## config.mk

```make
export PLATFORM = sky130hd
export DESIGN_NAME = ovl_fire_collector
export DESIGN_NICKNAME = d
export VERILOG_FILES = /design/src/rtl/ovl_fire_pkg.sv /design/src/rtl/ovl_fire_fifo.sv /design/src/rtl/ovl_fire_collector.sv
export SDC_FILE = /design/constraint.sdc
export NUM_CORES = 1
export LEC_CHECK = 0
export BUFFER_PORTS_ARGS = -buffer_cell sky130_fd_sc_hd__buf_2
export CAP_MARGIN = 40
export CORE_MARGIN = 3
export CORE_UTILIZATION = 64
export DETAILED_ROUTE_END_ITERATION = 12
export GPL_TIMING_DRIVEN = 0
export PLACE_DENSITY = 0.9
export SKIP_LAST_GASP = 1
export SLEW_MARGIN = 20
export SYNTH_ARGS = -nofsm -noshare
export SYNTH_HDL_FRONTEND = slang
export SYNTH_HIERARCHICAL = 1
export SYNTH_SLANG_ARGS = --single-unit
```

## constraint.sdc

```tcl
create_clock -name clock -period 8.3 [get_ports clock]
set_input_delay 0.83 -clock clock [delete_from_list [all_inputs] [get_ports clock]]
set_output_delay 0.83 -clock clock [all_outputs]
set_load 0.02 [all_outputs]
```

## src/rtl/ovl_fire_pkg.sv

```systemverilog
// rtl/ovl_fire_pkg.sv - shared fire-bus constants and event record type
//
// Purpose: bit positions inside one checker's fire slice and the event record
// carried through the collector queue. The record id is sized for the largest
// supported checker bank (32). The top truncates it to ID_WIDTH on output.
// Optional feature macro used by the bundle: OVL_FIRE_COVER_EN.
package ovl_fire_pkg;

  localparam int FIRE_2STATE  = 0;
  localparam int FIRE_XCHECK  = 1;
  localparam int FIRE_COVER   = 2;
  localparam int FIRE_WIDTH   = 3;
  localparam int ID_MAX_WIDTH = 5;

  typedef struct packed {
    logic [ID_MAX_WIDTH-1:0] id;
    logic [FIRE_WIDTH-1:0]   bits;
    logic                    merged;
  } ovl_fire_evt_t;

endpackage

```

## src/rtl/ovl_fire_fifo.sv

```systemverilog
// rtl/ovl_fire_fifo.sv - synchronous event FIFO with registered head output
//
// Purpose: stores up to DEPTH event records. The head record and valid flag
// are registered, so a push into an empty queue is visible right after that
// edge. The caller must not push when full unless it also pops.
// Ports:
//   clock, reset        - clock, synchronous active-high reset
//   flush               - synchronous empty; wins over push/pop
//   push, din           - enqueue request and record
//   pop                 - dequeue head (ignored when empty)
//   full, empty         - occupancy flags
//   dout, valid         - registered head record and its valid flag
module ovl_fire_fifo
  import ovl_fire_pkg::*;
#(
  parameter int DEPTH = 8
) (
  input  logic          clock,
  input  logic          reset,
  input  logic          flush,
  input  logic          push,
  input  ovl_fire_evt_t din,
  input  logic          pop,
  output logic          full,
  output logic          empty,
  output ovl_fire_evt_t dout,
  output logic          valid
);

  localparam int AW = $clog2(DEPTH);

  ovl_fire_evt_t mem [DEPTH];
  logic [AW-1:0] wr_ptr, rd_ptr, rd_next;
  logic [AW:0]   count, count_next;
  logic          do_pop;

  assign full    = (count == (AW+1)'(DEPTH));
  assign empty   = (count == '0);
  assign do_pop  = pop && !empty;
  assign rd_next = rd_ptr + AW'(do_pop);
  assign count_next = count + (AW+1)'(push) - (AW+1)'(do_pop);

  always_ff @(posedge clock) begin
    if (push) mem[wr_ptr] <= din;
  end

  always_ff @(posedge clock) begin
    if (reset || flush) begin
      wr_ptr <= '0;
      rd_ptr <= '0;
      count  <= '0;
      dout   <= '0;
      valid  <= 1'b0;
    end else begin
      if (push) wr_ptr <= wr_ptr + AW'(1);
      rd_ptr <= rd_next;
      count  <= count_next;
      valid  <= (count_next != '0);
      // New head comes straight from din when the write lands on it.
      dout   <= (push && (wr_ptr == rd_next)) ? din : mem[rd_next];
    end
  end

endmodule

```

## src/rtl/ovl_fire_collector.sv

```systemverilog
// rtl/ovl_fire_collector.sv - collects OVL checker fire buses into an event queue
//
// Purpose: samples NUM_CHECKERS 3-bit fire slices into per-checker pending
// records, arbitrates lowest index first into ovl_fire_fifo, and keeps sticky
// violation flags plus saturating violation/cover counters.
// Macro: OVL_FIRE_COVER_EN enables cover events and cover_count.
// Ports:
//   clock, reset        - clock, synchronous active-high reset
//   enable              - gate for fire_in sampling
//   fire_in             - {cover, xcheck, 2state} per checker, checker k at [3k+2:3k]
//   clear               - synchronous flush of queue, pending, sticky, counters
//   evt_valid/evt_ready - event handshake
//   evt_id, evt_bits, evt_merged - head event record
//   sticky_viol         - per-checker sticky violation flag
//   viol_count, cover_count - saturating sample counters
module ovl_fire_collector
  import ovl_fire_pkg::*;
#(
  parameter int NUM_CHECKERS = 4,
  parameter int ID_WIDTH     = 2,
  parameter int FIFO_DEPTH   = 8,
  parameter int CNT_WIDTH    = 16
) (
  input  logic                         clock,
  input  logic                         reset,
  input  logic                         enable,
  input  logic [NUM_CHECKERS*3-1:0]    fire_in,
  input  logic                         clear,
  output logic                         evt_valid,
  input  logic                         evt_ready,
  output logic [ID_WIDTH-1:0]          evt_id,
  output logic [2:0]                   evt_bits,
  output logic                         evt_merged,
  output logic [NUM_CHECKERS-1:0]      sticky_viol,
  output logic [CNT_WIDTH-1:0]         viol_count,
  output logic [CNT_WIDTH-1:0]         cover_count
);

`ifdef OVL_FIRE_COVER_EN
  localparam logic [FIRE_WIDTH-1:0] FIRE_MASK = 3'b111;
`else
  localparam logic [FIRE_WIDTH-1:0] FIRE_MASK = 3'b011;
`endif

  logic [FIRE_WIDTH-1:0]   fire_s    [NUM_CHECKERS];
  logic [FIRE_WIDTH-1:0]   pend_bits [NUM_CHECKERS];
  logic [NUM_CHECKERS-1:0] pend, pend_merged, sticky_set;
  logic [6:0]              viol_inc, cover_inc;
  logic [ID_MAX_WIDTH-1:0] sel;
  logic [FIRE_WIDTH-1:0]   sel_bits;
  logic                    sel_merged, any_pend, push, pop, fifo_full, fifo_empty;
  ovl_fire_evt_t           push_evt, head;

  function automatic logic [CNT_WIDTH-1:0] sat_add(input logic [CNT_WIDTH-1:0] a,
                                                   input logic [6:0] b);
    logic [CNT_WIDTH+6:0] s;
    s = {7'd0, a} + {{CNT_WIDTH{1'b0}}, b};
    return (|s[CNT_WIDTH+6:CNT_WIDTH]) ? '1 : s[CNT_WIDTH-1:0];
  endfunction

  // Masked sample of every slice; clear discards the same-cycle fire.
  always_comb begin
    viol_inc   = '0;
    cover_inc  = '0;
    sticky_set = '0;
    for (int k = 0; k < NUM_CHECKERS; k++) begin
      fire_s[k] = (enable && !clear) ? (fire_in[k*FIRE_WIDTH +: FIRE_WIDTH] & FIRE_MASK) : '0;
      if (fire_s[k][FIRE_2STATE] || fire_s[k][FIRE_XCHECK]) begin
        viol_inc      = viol_inc + 7'd1;
        sticky_set[k] = 1'b1;
      end
      if (fire_s[k][FIRE_COVER]) cover_inc = cover_inc + 7'd1;
    end
  end

  // Lowest-index pending entry wins; descending loop leaves the lowest last.
  always_comb begin
    any_pend   = 1'b0;
    sel        = '0;
    sel_bits   = '0;
    sel_merged = 1'b0;
    for (int k = NUM_CHECKERS - 1; k >= 0; k--) begin
      if (pend[k]) begin
        any_pend   = 1'b1;
        sel        = ID_MAX_WIDTH'(k);
        sel_bits   = pend_bits[k];
        sel_merged = pend_merged[k];
      end
    end
  end

  assign pop      = evt_valid && evt_ready;
  assign push     = any_pend && (!fifo_full || pop) && !clear;
  assign push_evt = '{id: sel, bits: sel_bits, merged: sel_merged};

  always_ff @(posedge clock) begin
    if (reset || clear) begin
      pend        <= '0;
      pend_merged <= '0;
      sticky_viol <= '0;
      viol_count  <= '0;
      for (int k = 0; k < NUM_CHECKERS; k++) pend_bits[k] <= '0;
    end else begin
      sticky_viol <= sticky_viol | sticky_set;
      viol_count  <= sat_add(viol_count, viol_inc);
      for (int k = 0; k < NUM_CHECKERS; k++) begin
        if (push && (sel == ID_MAX_WIDTH'(k))) begin
          // Dequeued this cycle: re-arm with only the fresh bits.
          pend[k]        <= |fire_s[k];
          pend_bits[k]   <= fire_s[k];
          pend_merged[k] <= 1'b0;
        end else if (|fire_s[k]) begin
          pend[k]        <= 1'b1;
          pend_bits[k]   <= pend_bits[k] | fire_s[k];
          pend_merged[k] <= pend_merged[k] | pend[k];
        end
      end
    end
  end

`ifdef OVL_FIRE_COVER_EN
  always_ff @(posedge clock) begin
    if (reset || clear) cover_count <= '0;
    else                cover_count <= sat_add(cover_count, cover_inc);
  end
`else
  assign cover_count = '0;
`endif

  ovl_fire_fifo #(.DEPTH(FIFO_DEPTH)) u_fifo (
    .clock (clock),
    .reset (reset),
    .flush (clear),
    .push  (push),
    .din   (push_evt),
    .pop   (pop),
    .full  (fifo_full),
    .empty (fifo_empty),
    .dout  (head),
    .valid (evt_valid)
  );

  assign evt_id     = ID_WIDTH'(head.id);
  assign evt_bits   = head.bits;
  assign evt_merged = head.merged;

  logic unused_ok;
  assign unused_ok = ^{head.id, cover_inc, fifo_empty};

endmodule

```

* Word level (Yosys, flattened, before mapping) *
Memories as Yosys holds them, arrays and structs flattened.
Index checks and enable logic that the tools add are counted.

storage, ports and cells
  output and inout port bits = 43
  memories kept = 2
  bits of input ports = 17
  RAM bits = 84
  register bits after elaboration = 45

cells by class
  reductions and logical operators = 35
  $add $sub $neg = 8
  bitwise gates (word level) = 17
  equality and inequality tests = 5
  muxes and demuxes = 78

memory list
  name        words  width  rd ports  clocked after Yosys merged registers in  wr ports  line                      source
  u_fifo.mem  8      9      1         0                                        1         ovl_fire_fifo.sv:32       ovl_fire_evt_t mem [DEPTH];
  pend_bits   4      3      4         0                                        4         ovl_fire_collector.sv:46  logic [FIRE_WIDTH-1:0] pend_bits [NUM_CHECKERS];

operator list
  cell                 count
  $mux 1               53
  $mux 3               12
  $add 16x7->17        1
  $mux 16              1
  $mux 5               3
  $add 7x1->7 const B  2
  $mux 7               2
  $mux 2               6
  $or 1x1->1           12
  $or 3x2->3           4
  $reduce_or 3->1      4
  $eq 5x2->1 const B   2
  $logic_and 1x1->1    10
  $reduce_bool 2->1    4
  $reduce_or 2->1      4
  $reduce_or 7->1      1
  $logic_or 1x1->1     6
  $mux 6               1
  $eq 5x1->1 const B   1
  $logic_not 5->1      1
  $add 4x1->4          1
  $eq 4x4->1 const B   1
  $logic_not 4->1      1
  $or 4x4->4           1
  other kinds (7)      9

* Longest topological paths before layout *
  depth in word-level cells = 14
  depth in mapped cells = 15
  gate-level depth less buffers = 14

* Modules after synthesis *
The synthesis kept the hierarchy.

modules (own cells, without submodules)
  module              cells each  area an instance (um^2)  seq. area each (um^2)  instances
  ovl_fire_fifo       226         3752.3                   2562.5                 1
  ovl_fire_collector  242         2120.8                   800.8                  1

* Least setup slack after synthesis *
OpenSTA, ideal clock, no wires.

  path type = input to register
  from = in enable
  to = reg viol_count[11]
  path buffers = 1
  library setup time = 0.075 ns
  stages = 12
  slack = 4.821 ns
  data arrival time = 3.404 ns
  path through = nor2b_1 o21ai_0 ha_1 xor2_1 ha_1 mux2i_1 fa_1 nand2b_1 a21oi_1 nand3_1 buf_2 a31oi_1

on the way
  word-level cells in the longest chain between the ends = 13
  elaborated cells on any way between the ends = 19
  classes of those cells = add/sub: 4; mux: 9; reduce/logical: 6

RTL lines
  what                    line                       source
  start: declaration      ovl_fire_collector.sv:26   input logic enable,
  $logic_and 1x1->1 *     ovl_fire_collector.sv:67   fire_s[k] = (enable && !clear) ? (fire_in[k*FIRE_WIDTH +: FIRE_WIDTH] & FIRE_MASK) : '0;
  $mux 2                  ovl_fire_collector.sv:67
  $logic_or 1x1->1        ovl_fire_collector.sv:68   if (fire_s[k][FIRE_2STATE] || fire_s[k][FIRE_XCHECK]) begin
  $mux 1                  ovl_fire_collector.sv:68
  $add 1x1->2             ovl_fire_collector.sv:69   viol_inc = viol_inc + 7'd1;
  $mux 2                  ovl_fire_collector.sv:68
  $add 7x1->7             ovl_fire_collector.sv:69
  $mux 7                  ovl_fire_collector.sv:68
  $add 7x1->7             ovl_fire_collector.sv:69
  $mux 7 *                ovl_fire_collector.sv:68
  $add 16x7->17 *         ovl_fire_collector.sv:57   s = {7'd0, a} + {{CNT_WIDTH{1'b0}}, b};
  $reduce_or 7->1         ovl_fire_collector.sv:58   return (|s[CNT_WIDTH+6:CNT_WIDTH]) ? '1 : s[CNT_WIDTH-1:0];
  $mux 16 *               ovl_fire_collector.sv:58
  end signal: assignment  ovl_fire_collector.sv:105  viol_count <= sat_add(viol_count, viol_inc);
  end: declaration        ovl_fire_collector.sv:35   output logic [CNT_WIDTH-1:0] viol_count,

Mark *: on every way between the ends. The rest lies on a longest branch, timed or not.
A chain may end at the register's enable or synchronous reset.

* Worst setup path after layout *
  from = in clear
  to = reg viol_count[3]

on the way
  word-level cells in the longest chain between the ends = 14
  elaborated cells on any way between the ends = 21
  classes of those cells = add/sub: 4; mux: 9; reduce/logical: 8

RTL lines
  what                line                      source
  start: declaration  ovl_fire_collector.sv:28  input logic clear,
  $logic_not 1->1     ovl_fire_collector.sv:67
  $logic_and 1x1->1   ovl_fire_collector.sv:67
  $mux 2              ovl_fire_collector.sv:67
  $logic_or 1x1->1    ovl_fire_collector.sv:68
  $mux 1              ovl_fire_collector.sv:68
  $add 1x1->2         ovl_fire_collector.sv:69
  $mux 2              ovl_fire_collector.sv:68
  $add 7x1->7         ovl_fire_collector.sv:69
  $mux 7              ovl_fire_collector.sv:68
  $add 7x1->7         ovl_fire_collector.sv:69
  $mux 7              ovl_fire_collector.sv:68
  $add 16x7->17       ovl_fire_collector.sv:57
  $reduce_or 7->1     ovl_fire_collector.sv:58
  $mux 16             ovl_fire_collector.sv:58

Several ways; a longest one is shown, not always the timed one.

==> impl_metrics.py <==
metrics = {
    "sta": {
        "finalSetupViolCount": 0,
        "slew_viol_final": 0,
        "rsz0062_at_grt": "false",
        "fmax_mhz": 258,
        "hold_slack_ps": 486,
        "slew_headroom": 0.558,
        "worstMarginPinSlew_ps": 661,
        "hold_violations": 0,
        "final.setup.worst_slack_ps": 4420,
        "period_share": 0.467,
        "clock_skew_ps": 13.1,
        "setup_tns_ps": 0,
        "post-route-min-period_ps": 3880,
    },
    "grt": {
        "track_usage": 0.239,
        "antenna_found_initial": 0,
        "overflow": 0,
        "grt_max_degree": 16,
        "grt_pass1_vias": 3406,
        "grt_pass1_wl_um": 16200,
    },
    "drt": {
        "wl_met3_um": 694,
        "drc": 0,
        "routed_via_density": 5.87,
        "first_iter_violations": 205,
        "drt_wl_total_um": 10400,
        "final_antenna_net_count": 0,
        "wl_per_cell_um": 17.1,
        "drtPass1Iterations": 5,
        "top_layer_used": "met4",
        "drt-met1-wl_um": 4070,
        "via_count": 3565,
        "met2_length_um": 5300,
    },
    "final_layout": {
        "final_cell_mix": "56 x edfxtp_1, 46 x buf_2, 45 x dfxtp_1, 42 x nor2_1, 31 x a21oi_1",
        "final_core_util": 0.750,
        "layout_commonest_cell": "edfxtp_1",
        "fin_area_um2": 5500,
        "layout-drive-gt1-share": 0.230,
        "layoutNonFillerInstCount": 607,
        "n_antenna_cell": 0,
        "layout.nets": 537,
        "area.growth.synth_to_final_pct": 12.8,
    },
    "setup_path": {
        "crit_type": "primary input to flop",
        "cp-startpoint": "clear",
        "cp.depth": 14,
        "arrival_ps": 4160,
        "cp_num_buf_inv": 3,
        "endpoint_kind": "flop",
        "crit_required_ps": 8580,
        "reg2reg_depth": 10,
        "critPathMaxStageDelay_ps": 420,
        "cp_max_fo": 11,
        "r2r_slack_ps": 4920,
        "path_cells": "buf_2 > nor2b_1 > o21ai_0 > ha_1 > xor2_1 > xnor2_1 > ha_1 > inv_1 > fa_1 > nand2b_1 > a21oi_1 > nand3_1 > buf_2 > a21oi_1",
        "cp_top_family": "adder cells",
        "r2r-start": "u_fifo/count[2]",
        "timing.rr.end": "u_fifo/dout[3]",
        "worst_path_max_delay_cell": "fa_1",
        "crit_path_start_kind": "primary input",
    },
    "placement": {
        "hpwl_um": 7320,
        "io_buffers": 39,
        "placed_cell_area_um2": 5310,
        "placed_cells": 590,
        "dpl_worst_slack_ps": 4130,
        "place.gp.congestion": 0.923,
    },
    "power_and_ir_drop": {
        "intPower_mw": 0.701,
        "p_per_area_nw_per_um2": 166,
        "leakage_nw": 2.19,
        "swShare": 0.232,
        "switchingPower_mw": 0.212,
        "power_mw": 0.913,
        "sequentialPowerShare": 0.591,
        "clockPowerShare": 0.324,
        "ir_drop_v": 0.000117,
        "combPwrFrac": 0.085,
    },
    "die": {
        "dieArea_um2": 8700,
        "coreArea_um2": 7330,
        "ioPinCount": 60,
        "dieHeight_um": 93.3,
        "initial_core_util": 0.665,
        "die_width_um": 93.3,
        "rows": 31,
    },
    "clock_tree": {
        "insertion_delay_ps": 370,
        "ctsResizeCount": 0,
        "h-tree-depth": 3,
        "numCtsBuffers": 9,
        "ctsLongestPathBuffers": 2,
        "path_clk_slew_ps": 90,
        "root_buffer": "clkbuf_8",
        "cts_tree": "done",
        "cts_hold_buf": 0,
        "postCtsSetupRepairBufs": 0,
        "cts.sinks": 101,
    },
    "hold_path": {
        "hp-class": "flop to flop",
        "min_path_cells": 2,
        "hold_end": "sticky_viol[3]",
        "min_from": "sticky_viol[3]",
    },
    "outcome": {
        "outcome": "finished clean",
    },
    "logic_synthesis": {
        "yosys_warnings": 6,
        "syn_area_um2": 4870,
        "avgSynthCellArea_um2": 11.6,
        "netlist_instances": 422,
    },
    "flow_run": {
        "maxCapViolCount": 0,
    },
}
power by group through the flow:
stage                     registers, mW  clock network (mW)  logic [mW]
after floorplan                   0.554                   0      0.0503
after global placement            0.550                   0      0.0718
after detailed placement          0.551                   0      0.0752
after CTS                         0.539               0.298      0.0761
after global routing              0.540               0.322      0.0853
final                             0.539               0.296      0.0780
flip-flops by register name, indices dropped and copies added (netlist names):
register / flops
sticky_viol: 4
pend_merged: 4
pend_bits: 8
u_fifo/valid: 1
viol_count: 16
u_fifo/dout: 6
u_fifo/count: 4
pend: 4
u_fifo/rd_ptr: 3
u_fifo/wr_ptr: 3
u_fifo/mem: 48
routing by layer:
metal,vias to the layer above,track usage
met5,-,0
met3,26,0.0644
li1,1675,-
met4,0,0.0952
met2,156,0.404
met1,1708,0.292
worst max path at each step:
stage | endpoint
final | viol_count[3]
after global routing | viol_count[4]
after CTS | viol_count[3]
after detailed placement | viol_count[3]
after global placement | viol_count[11]
after floorplan | viol_count[11]
cell type report:
type / instances / area (µm²)
clock buffer: 11 / 131
buffer: 35 / 236
inverter: 17 / 63.8
timing repair buffer: 45 / 225
multi-input combinational: 294 / 2090
tap: 99 / 124
fill: 482 / 1830
clock inverter: 5 / 50.0
sequential: 101 / 2580
worst min-delay path: stages, from the launching register on:
cell     delay (ps)
dfxtp_1         340
nor2_1           50
nor2_1           70
(Power assumes the default switching activity.)
